==> src/rtl/board_pkg.sv <==
// Shared board-level constants and types for the input conditioning path.
package board_pkg;

  // Raw board push-buttons pull low when pressed.
  localparam logic KEY_ACTIVE_LEVEL = 1'b0;

  // 10 ms of stability at 50 MHz.
  localparam int unsigned DEFAULT_DEBOUNCE_CYCLES = 500000;

  typedef enum logic {
    IDLE,
    PENDING
  } submit_state_t;

endpackage

==> src/rtl/debounce.sv <==
// Single-bit key conditioner: two-flop synchroniser, stability counter,
// debounced level and registered press/release pulses.
module debounce
  import board_pkg::*;
#(
  parameter int unsigned DEBOUNCE_CYCLES = DEFAULT_DEBOUNCE_CYCLES
) (
  input  logic clk,
  input  logic rst,
  input  logic key_n,
  output logic level,
  output logic press_pulse,
  output logic release_pulse,
  output logic press_next
);

  localparam int unsigned CntW = $clog2(DEBOUNCE_CYCLES);
  localparam logic [CntW-1:0] CntMax = CntW'(DEBOUNCE_CYCLES - 1);

  logic [1:0]      sync_q;
  logic [CntW-1:0] cnt_q, cnt_d;
  logic            level_q, level_d;
  logic            press_q, press_d;
  logic            release_q, release_d;
  logic            key_active;
  logic            differ;
  logic            flip;

  // Synchroniser, counter, level and pulse registers.
  always_ff @(posedge clk) begin
    if (rst) begin
      sync_q    <= {2{~KEY_ACTIVE_LEVEL}};
      cnt_q     <= '0;
      level_q   <= 1'b0;
      press_q   <= 1'b0;
      release_q <= 1'b0;
    end else begin
      sync_q    <= {sync_q[0], key_n};
      cnt_q     <= cnt_d;
      level_q   <= level_d;
      press_q   <= press_d;
      release_q <= release_d;
    end
  end

  // Count consecutive cycles of disagreement; flip level once the run is long enough.
  always_comb begin
    key_active = (sync_q[1] == KEY_ACTIVE_LEVEL);
    differ     = key_active != level_q;
    flip       = differ && (cnt_q == CntMax);
    cnt_d      = '0;
    if (differ && !flip) begin
      cnt_d = cnt_q + 1'b1;
    end
    level_d    = level_q ^ flip;
    press_d    = flip & ~level_q;
    release_d  = flip & level_q;
    press_next = press_d;
  end

  assign level         = level_q;
  assign press_pulse   = press_q;
  assign release_pulse = release_q;

endmodule

==> src/rtl/key_input_ctrl.sv <==
// Board input conditioning: debounced keys plus a submit key that captures
// the switch value into a valid/ready handshake toward the core.
module key_input_ctrl
  import board_pkg::*;
#(
  parameter int unsigned BIT_WIDTH       = 4,
  parameter int unsigned NUM_KEYS        = 4,
  parameter int unsigned DEBOUNCE_CYCLES = DEFAULT_DEBOUNCE_CYCLES,
  parameter int unsigned SUBMIT_KEY      = 2
) (
  input  logic                 clk,
  input  logic                 rst,
  input  logic [NUM_KEYS-1:0]  key_n,
  input  logic [BIT_WIDTH-2:0] sw,
  output logic [NUM_KEYS-1:0]  key_level,
  output logic [NUM_KEYS-1:0]  key_press,
  output logic [NUM_KEYS-1:0]  key_release,
  output logic [BIT_WIDTH-2:0] in_data,
  output logic                 in_valid,
  input  logic                 in_ready,
  output logic                 overrun
);

  logic [NUM_KEYS-1:0]  press_next;
  logic [BIT_WIDTH-2:0] sw_meta_q, sw_sync_q;
  logic [BIT_WIDTH-2:0] data_q, data_d;
  logic                 overrun_q, overrun_d;
  submit_state_t        state_q, state_d;
  logic                 submit;
  logic                 xfer;

  for (genvar i = 0; i < NUM_KEYS; i++) begin : g_key
    debounce #(
      .DEBOUNCE_CYCLES(DEBOUNCE_CYCLES)
    ) u_debounce (
      .clk          (clk),
      .rst          (rst),
      .key_n        (key_n[i]),
      .level        (key_level[i]),
      .press_pulse  (key_press[i]),
      .release_pulse(key_release[i]),
      .press_next   (press_next[i])
    );
  end

  // Switch synchroniser and submit FSM state.
  always_ff @(posedge clk) begin
    if (rst) begin
      sw_meta_q <= '0;
      sw_sync_q <= '0;
      data_q    <= '0;
      overrun_q <= 1'b0;
      state_q   <= IDLE;
    end else begin
      sw_meta_q <= sw;
      sw_sync_q <= sw_meta_q;
      data_q    <= data_d;
      overrun_q <= overrun_d;
      state_q   <= state_d;
    end
  end

  // Submit FSM next state. Uses the pre-register press so in_valid rises with key_press.
  always_comb begin
    state_d   = state_q;
    data_d    = data_q;
    overrun_d = overrun_q;
    submit    = press_next[SUBMIT_KEY];
    xfer      = (state_q == PENDING) && in_ready;
    unique case (state_q)
      IDLE: begin
        if (submit) begin
          data_d  = sw_sync_q;
          state_d = PENDING;
        end
      end
      PENDING: begin
        if (xfer && submit) begin
          data_d = sw_sync_q;
        end else if (xfer) begin
          state_d = IDLE;
        end else if (submit) begin
          // No slot free: drop the new value and remember it happened.
          overrun_d = 1'b1;
        end
      end
      default: state_d = IDLE;
    endcase
  end

  assign in_data  = data_q;
  assign in_valid = (state_q == PENDING);
  assign overrun  = overrun_q;

endmodule

==> config.mk <==
export PLATFORM = sky130hd
export DESIGN_NAME = key_input_ctrl
export DESIGN_NICKNAME = d
export VERILOG_FILES = /design/src/rtl/board_pkg.sv /design/src/rtl/debounce.sv /design/src/rtl/key_input_ctrl.sv
export SDC_FILE = /design/constraint.sdc
export NUM_CORES = 1
export LEC_CHECK = 0
export BUFFER_PORTS_ARGS = -buffer_cell sky130_fd_sc_hd__buf_2
export CELL_PAD_IN_SITES_DETAIL_PLACEMENT = 1
export CELL_PAD_IN_SITES_GLOBAL_PLACEMENT = 1
export CORE_ASPECT_RATIO = 0.5
export CORE_MARGIN = 2
export CORE_UTILIZATION = 50
export CTS_CLUSTER_DIAMETER = 30
export CTS_CLUSTER_SIZE = 16
export DETAILED_ROUTE_END_ITERATION = 8
export PLACE_DENSITY_LB_ADDON = 0.1
export SYNTH_ARGS = -nofsm -noshare
export SYNTH_HDL_FRONTEND = slang
export SYNTH_SLANG_ARGS = --single-unit
==> constraint.sdc <==
create_clock -name clk -period 4.6 [get_ports clk]
set_input_delay 0.23 -clock clk [delete_from_list [all_inputs] [get_ports clk]]
set_output_delay 0.23 -clock clk [all_outputs]
set_load 0.05 [all_outputs]
==> impl_results.md <==
* Worst Setup Start Kind: flop
* Mapped cell area at approximately 4600 µm²
* Hold Path Stages at 2
* Via density at 5.40
* Final setup violation count at 0
* CTS Hold Buffers Added at 0
* Syn_area_per_cell at slightly above 9 µm²
* Top cell family by delay on the critical path: simple AND/OR/NAND/NOR gates
* Port Buffer Count at 26
* Sum Neg Setup Slack at 0 ns
* Fin util at 56.7%
* Final hold violations at 0
* DIE WIDTH at 140 µm
* Status: completed
* Worst stage delay on the critical path at 0.45 ns
* Worst-path clk slew at 0.07 ns
* CTS Buf Count at 9
* Cells after synthesis at 509
* Actual slew at the worst max-slew pin at ~0.78 ns
* Htree depth at 3
* Antenna cells at 0
* Synth warn at 0
* CTS Sinks at 107
* Num rows at 24
* Root Buffer: clkbuf_16
* DR iter-0 viols at about 140
* Critical-path cell list: nand3_1, nor4b_1, nand4_1, nor2_1, ha_1, nand2b_1, mux2i_1, nor2_1
* CTS Buffer Depth at 2
* Min-Delay Path Class: input pin to flop
* Crit Path Max Fanout at 5
* Post-synthesis register bit count at about 110
* CTS tree: done
* Post-synth top area share at a little under half
* Kind of critical path: flop to flop
* # DRC at 0
* Chip height at about 72 µm
* Starting Density at between 50% and 60%
* Post-CTS sizing at 0
* Routed len/inst at 14.5 µm
* Layout cells sized above 1 at between 10% and 20%
* RSZ-0062 raised after global routing: false
* DR vias at ~3500
* Area after DPL at 4730 µm²
* Worst slew margin relative to its limit at between 40 and 50%
* Final min period at 2.14 ns
* Antenna violations before repair at 0
* Grt ovf at 0
* First-pass GRT wire length at between 15000 and 20000 µm
* Fin. max-slew vios at 0
* Main area contributors after synthesis: dfxtp_1 46%, nor2_1 6.9%, xnor2_1 6.4%
* Post-synth cell types at 37
* Cell taking the most area after synthesis: dfxtp_1
* Most used cell, CP: nor2_1
* Vias in the first global route at roughly 3400
* R2R cell count at 8
* Number of cells on the critical path at 8
* Hold WS at approximately 0.064 ns
* CP endpoint kind: flop
* Post-route cell area at roughly 5000 µm²
* Leak at 0.00166 µW
* Fillers at between 1000 and 1500
* Die ar. at between 10000 and 15000 µm²
* Final nets at about 540
* Largest net degree at the start of global routing at 36
* VDD IR max at between 0.0002 and 0.00025 V
* Critical path's slowest cell: nor4b_1
* Critical Path RT at 4.82 ns
* Routability cong. at between 0.7 and 0.8
* Commonest non-fill, non-tap cell in the layout: dfxtp_1
* Multi-input logic area at between 2000 and 2500 µm²
* Period Utilization, post-route at between 40% and 50%
* # IOs at 27
* Area growth syn-to-layout at 8.36%
* Most frequent cells in the layout: 107 x dfxtp_1, 85 x nor2_1, 34 x xnor2_1
* Register Area at approximately 2100 µm²
* Routed Antenna Nets at 0
* Achievable frequency at about 470 MHz
* Final HPWL from detailed placement at between 6000 and 7000 µm
* Postcts setup bufs at 0
* All-layer global routing usage at between 15 and 20%
* Post-synthesis sequential area ratio at a little under half
* Syn nets at 531
* Total wire length at between 9000 and 10000 µm
* Max cap viols at 0
* Worst-Skew Late Latency at approximately 0.36 ns
* Arr. time, crit path at roughly 2.4 ns
* Final setup skew at 0.0108 ns
* First-pass detailed-route iteration total at 6
* Pwr/cell area at about 340 nW/µm²
* Crit path buf inv count at 0
* Core ar. at 8830 µm²
## cell type report
class,count,area share (%)
Timing Repair Buffer,26,2.60
Clock buffer,12,5.12
Tap cell,117,2.92
Clock inverter,4,0.500
Multi-Input combinational cell,359,44.9
Sequential cell,107,42.8
Inverter,16,1.20
## synth_stat cells
master    number
a21oi_1       12
a31o_2         2
a41o_1         2
and2_1         1
and3_1         7
and4_1         7
buf_2          4
buf_4         17
clkbuf_1       5
clkbuf_2       1
dfxtp_1      107
ha_1          12
inv_1         16
mux2i_1        3
nand2_1       18
nand2b_1       2
nand3_1       25
nand3_4        1
nand4_1       33
nand4_4        1
nand4b_1       2
nor2_1        85
nor2b_1       15
nor3_1        14
nor3b_1        1
nor4_1        14
nor4b_1        4
o21ai_0        7
o21ai_2        2
o31ai_1        2
or2_2         12
or3_1          7
or3_4          1
or4_1          5
or4b_1         1
xnor2_1       34
xor2_1        27
## metal layers
metal	global-route usage (%)	share of wire, %	vias to the layer above
met5	0	0	-
met4	5.78	1.2	0
met3	5.54	3.0	10
met2	33.9	47	26
met1	24.4	49	1659
li1	-	-	1766
## kinds of logic after synthesis
| logic type | synth area share [%] |
|---|---|
| AOI/OAI and AO/OA | 3.57 |
| muxes | 0.650 |
| buffers and inverters | 5.01 |
| xor gates and xnor gates | 11.6 |
| and+or+nand+nor | 29.6 |
| DFF | 46.3 |
| adders and majority gates | 3.25 |
## flip-flops by register name, indices dropped and copies added, names as in the netlist
register	cells
g_key.u_debounce.cnt_q	76
g_key.u_debounce.level	4
g_key.u_debounce.press_pulse	4
g_key.u_debounce.release_pulse	4
g_key.u_debounce.sync_q	8
in_data	3
in_valid	1
overrun	1
sw_meta_q	3
sw_sync_q	3
## stage by stage
stage	cells	power, µW	setup WS [ns]
global placement	625	978	2.57
global route	641	1760	2.26
detailed placement	625	978	2.48
CTS	641	1710	2.43
floorplan	509	971	2.82
finish	641	1690	2.46
## power breakdown
| part | switching, µW | internal (µW) |
|---|---|---|
| logic | 13.4 | 8.07 |
| clock network | 340 | 395 |
| registers | 2.72 | 932 |
## final timing paths
path / startpoint / endpoint / slack [ns]
max reg2reg: g_key[2].u_debounce.cnt_q[15]$_SDFF_PP0_ / in_data[1]$_SDFFE_PP0P_ / 2.46
min reg2reg: g_key[1].u_debounce.sync_q[0]$_SDFF_PP1_ / g_key[1].u_debounce.sync_q[1]$_SDFF_PP1_ / 0.42
max: g_key[2].u_debounce.cnt_q[15]$_SDFF_PP0_ / in_data[1]$_SDFFE_PP0P_ / 2.46
min: key_n[3] / g_key[3].u_debounce.sync_q[0]$_SDFF_PP1_ / 0.06
No activity file was read; power rests on OpenSTA's default activity.
